### src/rtl/chu_oled_ctrl.sv
// ---------------------------------------------------------------------------
// chu_oled_ctrl -- MMIO-slot controller for a PmodOLED-style SPI display.
//
// Sequences the display power rails (PMODEN -> RES pulse -> VCCEN -> ready,
// and VCCEN off -> discharge -> PMODEN off) and shifts single command/data
// bytes out over a mode-3, MSB-first SPI link.
//
// Ports
//   clk, reset_n          system clock, synchronous active-low reset
//   cs, read, write       MMIO slot strobes
//   addr[4:0]             0: status (RO), 1: control (WO), 2: data (WO)
//   wr_data[31:0]         control: bit0 power_on, bit1 power_off
//                         data:    bit8 D/C, bits7:0 byte
//   rd_data[31:0]         status: bit0 ready, bit1 xfer_busy, bit2 seq_busy
//   oled_sclk/mosi/cs_n   SPI link (sclk idles high)
//   oled_dc               data/command select, held between transfers
//   oled_res_n            display reset
//   oled_vccen            panel high-voltage enable
//   oled_pmoden           logic supply enable
// ---------------------------------------------------------------------------
module chu_oled_ctrl #(
    parameter int T_PWR    = 2_000_000,
    parameter int T_RES    = 300,
    parameter int T_VCC    = 10_000_000,
    parameter int SCLK_DIV = 5
) (
    input  logic        clk,
    input  logic        reset_n,
    input  logic        cs,
    input  logic        read,
    input  logic        write,
    input  logic [4:0]  addr,
    input  logic [31:0] wr_data,
    output logic [31:0] rd_data,
    output logic        oled_sclk,
    output logic        oled_mosi,
    output logic        oled_cs_n,
    output logic        oled_dc,
    output logic        oled_res_n,
    output logic        oled_vccen,
    output logic        oled_pmoden
);

    localparam int T_MAX_PR = (T_PWR > T_RES) ? T_PWR : T_RES;
    localparam int T_MAX    = (T_MAX_PR > T_VCC) ? T_MAX_PR : T_VCC;
    localparam int CNT_W    = (T_MAX > 1) ? $clog2(T_MAX) : 1;
    localparam int DIV_W    = (SCLK_DIV > 1) ? $clog2(SCLK_DIV) : 1;

    localparam logic [CNT_W-1:0] PWR_LAST = CNT_W'(T_PWR - 1);
    localparam logic [CNT_W-1:0] RES_LAST = CNT_W'(T_RES - 1);
    localparam logic [CNT_W-1:0] VCC_LAST = CNT_W'(T_VCC - 1);
    localparam logic [DIV_W-1:0] DIV_LAST = DIV_W'(SCLK_DIV - 1);

    // Half-bit phases 0..15 carry the 8 bits (even = sclk low, odd = sclk
    // high); phase 16 is the trailing cs_n hold after the last rising edge.
    localparam logic [4:0] HALF_LAST_BIT = 5'd15;
    localparam logic [4:0] HALF_TAIL     = 5'd16;

    typedef enum logic [2:0] {
        S_OFF,
        S_PWR_WAIT,
        S_RES_LO,
        S_RES_WAIT,
        S_VCC_WAIT,
        S_READY,
        S_XFER,
        S_DOWN_WAIT
    } state_e;

    state_e           state_q, state_d;
    logic [CNT_W-1:0] cnt_q, cnt_d;
    logic [DIV_W-1:0] div_q, div_d;
    logic [4:0]       half_q, half_d;
    logic [7:0]       shift_q, shift_d;
    logic             pending_off_q, pending_off_d;
    logic             sclk_q, sclk_d;
    logic             mosi_q, mosi_d;
    logic             cs_n_q, cs_n_d;
    logic             dc_q, dc_d;
    logic             res_n_q, res_n_d;
    logic             vccen_q, vccen_d;
    logic             pmoden_q, pmoden_d;
    logic             go_down;

    // Bus decode. power_off has priority when both control bits are set.
    logic wr_en, ctrl_wr, data_wr, power_on, power_off;
    assign wr_en     = cs & write;
    assign ctrl_wr   = wr_en && (addr == 5'd1);
    assign data_wr   = wr_en && (addr == 5'd2);
    assign power_off = ctrl_wr & wr_data[1];
    assign power_on  = ctrl_wr & wr_data[0] & ~wr_data[1];

    // Status is the only readable register, so it is returned unconditionally.
    logic ready, xfer_busy, seq_busy;
    assign ready     = (state_q == S_READY);
    assign xfer_busy = (state_q == S_XFER);
    assign seq_busy  = (state_q == S_PWR_WAIT) || (state_q == S_RES_LO) ||
                       (state_q == S_RES_WAIT) || (state_q == S_VCC_WAIT) ||
                       (state_q == S_DOWN_WAIT);
    assign rd_data   = {29'd0, seq_busy, xfer_busy, ready};

    logic unused_inputs;
    assign unused_inputs = &{1'b0, read, wr_data[31:9]};

    always_comb begin
        // NOTE: every signal assigned here gets a default first, so no path
        // leaves one unassigned and no latch is inferred.
        state_d       = state_q;
        cnt_d         = '0;
        div_d         = '0;
        half_d        = '0;
        shift_d       = shift_q;
        pending_off_d = pending_off_q;
        sclk_d        = sclk_q;
        mosi_d        = mosi_q;
        cs_n_d        = cs_n_q;
        dc_d          = dc_q;
        res_n_d       = res_n_q;
        vccen_d       = vccen_q;
        pmoden_d      = pmoden_q;
        go_down       = 1'b0;

        // Counters default to zero, so any branch that changes state leaves
        // them cleared for the next state.
        unique case (state_q)
            S_OFF: begin
                if (power_on) begin
                    pmoden_d = 1'b1;
                    state_d  = S_PWR_WAIT;
                end
            end
            S_PWR_WAIT: begin
                if (power_off)             go_down = 1'b1;
                else if (cnt_q == PWR_LAST) begin
                    res_n_d = 1'b0;
                    state_d = S_RES_LO;
                end else                   cnt_d = cnt_q + 1'b1;
            end
            S_RES_LO: begin
                if (power_off)             go_down = 1'b1;
                else if (cnt_q == RES_LAST) begin
                    res_n_d = 1'b1;
                    state_d = S_RES_WAIT;
                end else                   cnt_d = cnt_q + 1'b1;
            end
            S_RES_WAIT: begin
                if (power_off)             go_down = 1'b1;
                else if (cnt_q == RES_LAST) begin
                    vccen_d = 1'b1;
                    state_d = S_VCC_WAIT;
                end else                   cnt_d = cnt_q + 1'b1;
            end
            S_VCC_WAIT: begin
                if (power_off)             go_down = 1'b1;
                else if (cnt_q == VCC_LAST) state_d = S_READY;
                else                       cnt_d = cnt_q + 1'b1;
            end
            S_READY: begin
                if (power_off) begin
                    go_down = 1'b1;
                end else if (data_wr) begin
                    // First falling sclk edge coincides with cs_n assertion,
                    // so bit 7 is presented right away.
                    dc_d    = wr_data[8];
                    shift_d = wr_data[7:0];
                    mosi_d  = wr_data[7];
                    cs_n_d  = 1'b0;
                    sclk_d  = 1'b0;
                    state_d = S_XFER;
                end
            end
            S_XFER: begin
                if (power_off) pending_off_d = 1'b1;
                if (div_q != DIV_LAST) begin
                    div_d  = div_q + 1'b1;
                    half_d = half_q;
                end else if (half_q == HALF_TAIL) begin
                    cs_n_d = 1'b1;
                    if (pending_off_q || power_off) go_down = 1'b1;
                    else                            state_d = S_READY;
                end else begin
                    half_d = half_q + 1'b1;
                    if (!half_q[0]) begin
                        sclk_d = 1'b1;
                    end else if (half_q != HALF_LAST_BIT) begin
                        // Falling edge: the only place mosi is allowed to move.
                        sclk_d  = 1'b0;
                        mosi_d  = shift_q[6];
                        shift_d = {shift_q[6:0], 1'b0};
                    end
                end
            end
            S_DOWN_WAIT: begin
                if (cnt_q == VCC_LAST) begin
                    pmoden_d = 1'b0;
                    state_d  = S_OFF;
                end else begin
                    cnt_d = cnt_q + 1'b1;
                end
            end
            default: state_d = S_OFF;
        endcase

        // Shared power-down entry: panel rail off first, logic rail later.
        if (go_down) begin
            state_d       = S_DOWN_WAIT;
            vccen_d       = 1'b0;
            res_n_d       = 1'b1;
            sclk_d        = 1'b1;
            cs_n_d        = 1'b1;
            pending_off_d = 1'b0;
            cnt_d         = '0;
            div_d         = '0;
            half_d        = '0;
        end
    end

    always_ff @(posedge clk) begin
        // NOTE: sequential state uses non-blocking assignments so every
        // register samples the pre-edge values of its peers.
        if (!reset_n) begin
            state_q       <= S_OFF;
            cnt_q         <= '0;
            div_q         <= '0;
            half_q        <= '0;
            shift_q       <= '0;
            pending_off_q <= 1'b0;
            sclk_q        <= 1'b1;
            mosi_q        <= 1'b0;
            cs_n_q        <= 1'b1;
            dc_q          <= 1'b0;
            res_n_q       <= 1'b1;
            vccen_q       <= 1'b0;
            pmoden_q      <= 1'b0;
        end else begin
            state_q       <= state_d;
            cnt_q         <= cnt_d;
            div_q         <= div_d;
            half_q        <= half_d;
            shift_q       <= shift_d;
            pending_off_q <= pending_off_d;
            sclk_q        <= sclk_d;
            mosi_q        <= mosi_d;
            cs_n_q        <= cs_n_d;
            dc_q          <= dc_d;
            res_n_q       <= res_n_d;
            vccen_q       <= vccen_d;
            pmoden_q      <= pmoden_d;
        end
    end

    assign oled_sclk   = sclk_q;
    assign oled_mosi   = mosi_q;
    assign oled_cs_n   = cs_n_q;
    assign oled_dc     = dc_q;
    assign oled_res_n  = res_n_q;
    assign oled_vccen  = vccen_q;
    assign oled_pmoden = pmoden_q;

endmodule
### config.mk
export PLATFORM = sky130hd
export DESIGN_NAME = chu_oled_ctrl
export DESIGN_NICKNAME = d
export VERILOG_FILES = /design/src/rtl/chu_oled_ctrl.sv
export SDC_FILE = /design/constraint.sdc
export NUM_CORES = 1
export LEC_CHECK = 0
export ABC_AREA = 1
export CAP_MARGIN = 10
export CORE_MARGIN = 3
export CORE_UTILIZATION = 50
export DETAILED_ROUTE_END_ITERATION = 7
export GPL_TIMING_DRIVEN = 0
export HOLD_SLACK_MARGIN = 0.06
export PLACE_DENSITY = 0.88
export SLEW_MARGIN = 5
export SYNTH_ARGS = -nofsm -noshare
export SYNTH_HDL_FRONTEND = slang
export SYNTH_SLANG_ARGS = --single-unit
### constraint.sdc
create_clock -name clk -period 4.8 [get_ports clk]
set_input_delay 1.2 -clock clk [delete_from_list [all_inputs] [get_ports clk]]
set_output_delay 1.2 -clock clk [all_outputs]
set_load 0.02 [all_outputs]
---- Word level (Yosys, flattened, before mapping) ----
Index checks and enable logic that the tools add are counted.
storage, ports and cells
  flip-flop bits (word level) ............. 50
  input port bits ......................... 42
  output and inout bits ................... 39
  word-level logic and storage cells ...... 156
cells by class
  add/subtract/negate cells ............... 3
  eq/ne operators ......................... 44
  multiplexer cells ....................... 62
  bitwise logic cells ..................... 9
  reduce and logical (&&, ||, !) cells .... 25
operators with widths
  operator               count
  $mux 24                6
  $pmux 24 s4            1
  $mux 3                 16
  $mux 7                 6
  $ne 3x3->1 const B     10
  $add 24x1->24 const B  1
  $eq 24x21->1 const B   1
  $eq 24x24->1 const B   1
  $eq 24x9->1 const B    1
  $mux 1                 24
  $pmux 3 s8             1
  $ne 3x2->1 const B     7
  $ne 2x2->1 const B     8
  $reduce_and 15->1      1
  $pmux 7 s2             1
  $eq 3x3->1 const B     4
  $pmux 1 s2             6
  $ne 2x1->1 const B     5
  $reduce_and 5->1       2
  $reduce_and 3->1       3
  $reduce_and 7->1       1
  $eq 3x2->1 const B     2
  $reduce_and 6->1       1
  $reduce_bool 2->1      3
  other kinds (18)       31

---- Depth between registers and ports, before layout ----
  depth in word-level cells ............... 10
  depth in mapped cells ................... 13
  depth with buffers taken out ............ 13

---- Worst setup path before layout ----
Ideal clock, no wire load.
  path type ............................... in2reg
  from .................................... input addr[1]
  to ...................................... register cnt_q[5]
  setup time .............................. 0.128 ns
  arrival time ............................ 2.183 ns
  required time ........................... 4.672 ns
  path slack .............................. 2.489 ns
  stages on the path ...................... 11
  path buffers ............................ 1
  cells stage by stage .................... nor2_1 > nand2_1 > nor2_1 > nand2_1 > o21ai_2 > nand2_2 > nand2_4 > nor2_2 > nand2_4 > buf_6 > nor3_2
between the ends
  cells in the longest elaborated chain, start to end .. 9
  elaborated cells on any way between the ends .. 14
  classes of those cells .................. eq/ne: 1; mux: 9; bitwise: 1; reduce/logical: 3
ends and longest elaborated chain
  what                       line  RTL
  start: declaration         32    input logic [4:0] addr,
  $eq 5x1->1 (*)             88    assign ctrl_wr = wr_en && (addr == 5'd1);
  $logic_and 1x1->1 (*)      88
  $and 1x1->1 (*)            90    assign power_off = ctrl_wr & wr_data[1];
  $logic_or 1x1->1           179   if (pending_off_q || power_off) go_down = 1'b1;
  $mux 1                     179
  $mux 1                     177   end else if (half_q == HALF_TAIL) begin
  $mux 1                     174   if (div_q != DIV_LAST) begin
  $pmux 1 s2                 125   unique case (state_q)
  $reduce_or 2->1 (no line)  --
  end signal: assignment     237   cnt_q <= cnt_d;
  end: declaration           71    logic [CNT_W-1:0] cnt_q, cnt_d;
Mark *: on every way between the ends. The rest lies on a longest branch, timed or not.
A chain may end at the register's enable or synchronous reset.

---- Worst setup path after layout ----
  from .................................... register state_q[0]
  to ...................................... output rd_data[0]
between the ends
  cells in the longest elaborated chain, start to end .. 1
ends and longest elaborated chain
  what                      line  RTL
  start: declaration        70    state_e state_q, state_d;
  start signal: assignment  236   state_q <= state_d;
  $eq 3x3->1                95    assign ready = (state_q == S_READY);
  end: declaration          34    output logic [31:0] rd_data,
Every way passes these cells.

==> impl_metrics.tcl <==
set metrics [dict create \
    status "finished, final reports clean" \
    vias_per_cell 4.89 \
    critical_path_depth 6 \
    drive_gt1_share_pct 12.8 \
    path_max_fanout 7 \
    die_h_um 85.1 \
    relSlewSlack_pct 61.8 \
    drt_iter0_drc 208 \
    mostFrequentLayoutCell "nor2_1" \
    gp_congestion 0.910 \
    slowest_delay_ns 0.59 \
    multi_input_area_sq_um 1700 \
    synth-edff-count 0 \
    syn_area_per_cell_sq_um 6.60 \
    post_drt_wl_per_cell_um 11.1 \
    postSynthCellCount 474 \
    totalWireLength_um 6770 \
    grt_pass1_wl_um 11700 \
    synth_cell_types 34 \
    core-area_sq_um 5990 \
    dieWidth_um 85.1 \
    grt_max_degree 15 \
    cp-start-kind "register" \
    via_count 2990 \
    cp_slowest_cell "clkdlybuf4s50_1" \
    postCtsSetupBuffers 0 \
    start_util_pct 52.2 \
    cts_tree "done" \
    p_switching_mw 0.393 \
    clkPwrFrac_pct 23.4 \
    post_cts_resized 0 \
    regArea_sq_um 1000 \
    holdBufCountCts 0 \
    portBuffers 27 \
    pwr-share-comb_pct 34.0 \
    finalCritPeriodShare_pct 68.2 \
    cts_buffer_depth 2 \
    seq_area_frac_synth_pct 32.0 \
    cp-end-kind "output port" \
    power_mw 1.11 \
    internal_power_mw 0.717 \
    grt_remaining_overflow 0 \
    cp_top_family "buffers and inverters" \
    slew_violations 0 \
    ir_worst_vdd_v 0.000178 \
    drc 0 \
    clock.fmax_mhz 306 \
    synth_top_area_cell "dfxtp_1" \
    netlist_area_sq_um 3130 \
    sequentialPowerShare_pct 42.5 \
    dp_hpwl_um 5370 \
    grt_pass1_vias 2802 \
    nFillCells 533 \
    path_class "register to output port" \
    layout.nets 584 \
    setup_tns_ns 0 \
    path_clk_slew_ns 0.09 \
    crit_chain "inv_2 > nor2_1 > nand2_1 > inv_1 > buf_4 > clkdlybuf4s50_1" \
    cp.arrival_ns 2.07 \
    setup_viol_count_final 0 \
    min_period_ns 3.27 \
    cts_root_buffer "clkbuf_8" \
    worst-r2r-cell-count 13 \
    track_usage_pct 19.3 \
    clock-sinks 50 \
    hold_ws_ns 0.445 \
    antenna_found_initial 0 \
    synth_ff_type "dfxtp_1" \
    postRouteAntennaNets 0 \
    worstHoldPathCells 1 \
    swShare_pct 35.4 \
    synth_top_area_share_pct 32.0 \
    drv_cap 0 \
    final_cell_mix "nor2_1, nand2_1, inv_1, dfxtp_1, buf_4" \
    synth_area_leaders "dfxtp_1, nor2_1, nand2_1, buf_4, inv_1" \
    crit_buf_inv 4 \
    yosys_register_bits 50 \
    antennaDiodeCount 0 \
    synthArstFlopShare_pct 0 \
    yosys_warnings 0 \
    htreeDepth 2 \
    rsz0062_at_grt "no" \
    instances_no_fill 612 \
    firstDrtPassIters 4 \
    rows 28 \
    cts_buffers 5 \
    cp.required_ns 3.60 \
    die_area_sq_um 7240 \
    tightest_slew_ns 0.567 \
    power.leakage_nw 1.65 \
    synthToLayoutAreaGrowth_pct 17.9 \
    power_density_nw_per_um2 301 \
    hold_viol_final 0 \
    insertion_delay_ns 0.32 \
    placedCellCount 604 \
    hold_class "register to register" \
    skew_ns 0.0171 \
    io-pin-count 81 \
]
routing by layer:
metal / up-vias / track usage, % / part of all wire, %
met4: 0 / 7.77 / 1.9
met5: - / 0 / 0
met3: 12 / 3.01 / 6.2
met1: 1329 / 24.3 / 44
li1: 1559 / - / -
met2: 90 / 32.9 / 48
stage by stage:
step                      worst slack (ns)  util [%]  cell area (sq um)
after floorplan                       2.49         -               3230
after global placement                1.82      60.0               3600
after detailed placement              1.76      60.0               3600
after CTS                             1.54      61.5               3690
after global routing                  1.44      61.5               3690
final                                 1.53      61.5               3690
power by group through the flow:
stage	Clock (mW)	Sequential, mW	Combinational (mW)
6_report	0.260	0.472	0.378
5_1_grt	0.277	0.476	0.425
4_1_cts	0.264	0.472	0.375
3_5_place_dp	0	0.481	0.373
3_3_place_gp	0	0.480	0.363
2_1_floorplan	0	0.488	0.268
state kept, by name (all words and copies together) (netlist names):
signal         flops
cnt_q             24
shift_q            7
half_q             5
div_q              3
state_q            3
oled_cs_n          1
oled_dc            1
oled_mosi          1
oled_pmoden        1
oled_res_n         1
oled_sclk          1
oled_vccen         1
pending_off_q      1
path summary, 6_finish.rpt:
| path | startpoint | end | slack (ns) |
|---|---|---|---|
| hold / removal | cnt_q[0] | cnt_q[0] | 0.45 |
| setup / recovery | state_q[0] | rd_data[0] | 1.53 |
| setup reg to reg | state_q[2] | cnt_q[5] | 2.79 |
| hold reg to reg | cnt_q[0] | cnt_q[0] | 0.45 |
cell type report:
cell class / count / share of cell area (%)
clock buffers: 7 / 2.34
plain buffers: 40 / 8.08
inverters: 62 / 6.38
repair buffers: 27 / 7.33
well taps: 75 / 2.54
flip-flops and latches: 50 / 27.1
multi-input cells: 350 / 46.0
clock inverters: 1 / 0.136
Yosys cell counts, types with 2 or more instances:
cell,instances
ha_1,6
buf_4,33
nand4_1,8
o22ai_1,2
o21ai_2,5
nor3_2,3
nand2_2,5
nor2_4,2
and3_1,2
dfxtp_1,50
buf_6,3
nor2_1,91
inv_1,60
nand2_4,2
clkbuf_1,3
a21oi_1,18
nor2_2,2
nand2_1,88
o21ai_0,21
xnor2_1,3
xor2_1,11
a21oi_2,2
nor3_1,18
nor4_1,3
nand3_1,24
logic make-up after synthesis:
family,Yosys count,synth area share [%]
compound gates,51,9.44
xor+xnor,14,3.92
fa+ha+maj,6,2.40
buf+inv,102,17.0
flops,50,32.0
other cells,1,0.120
simple gates,250,35.1
Power figures use the tool's default switching activity.
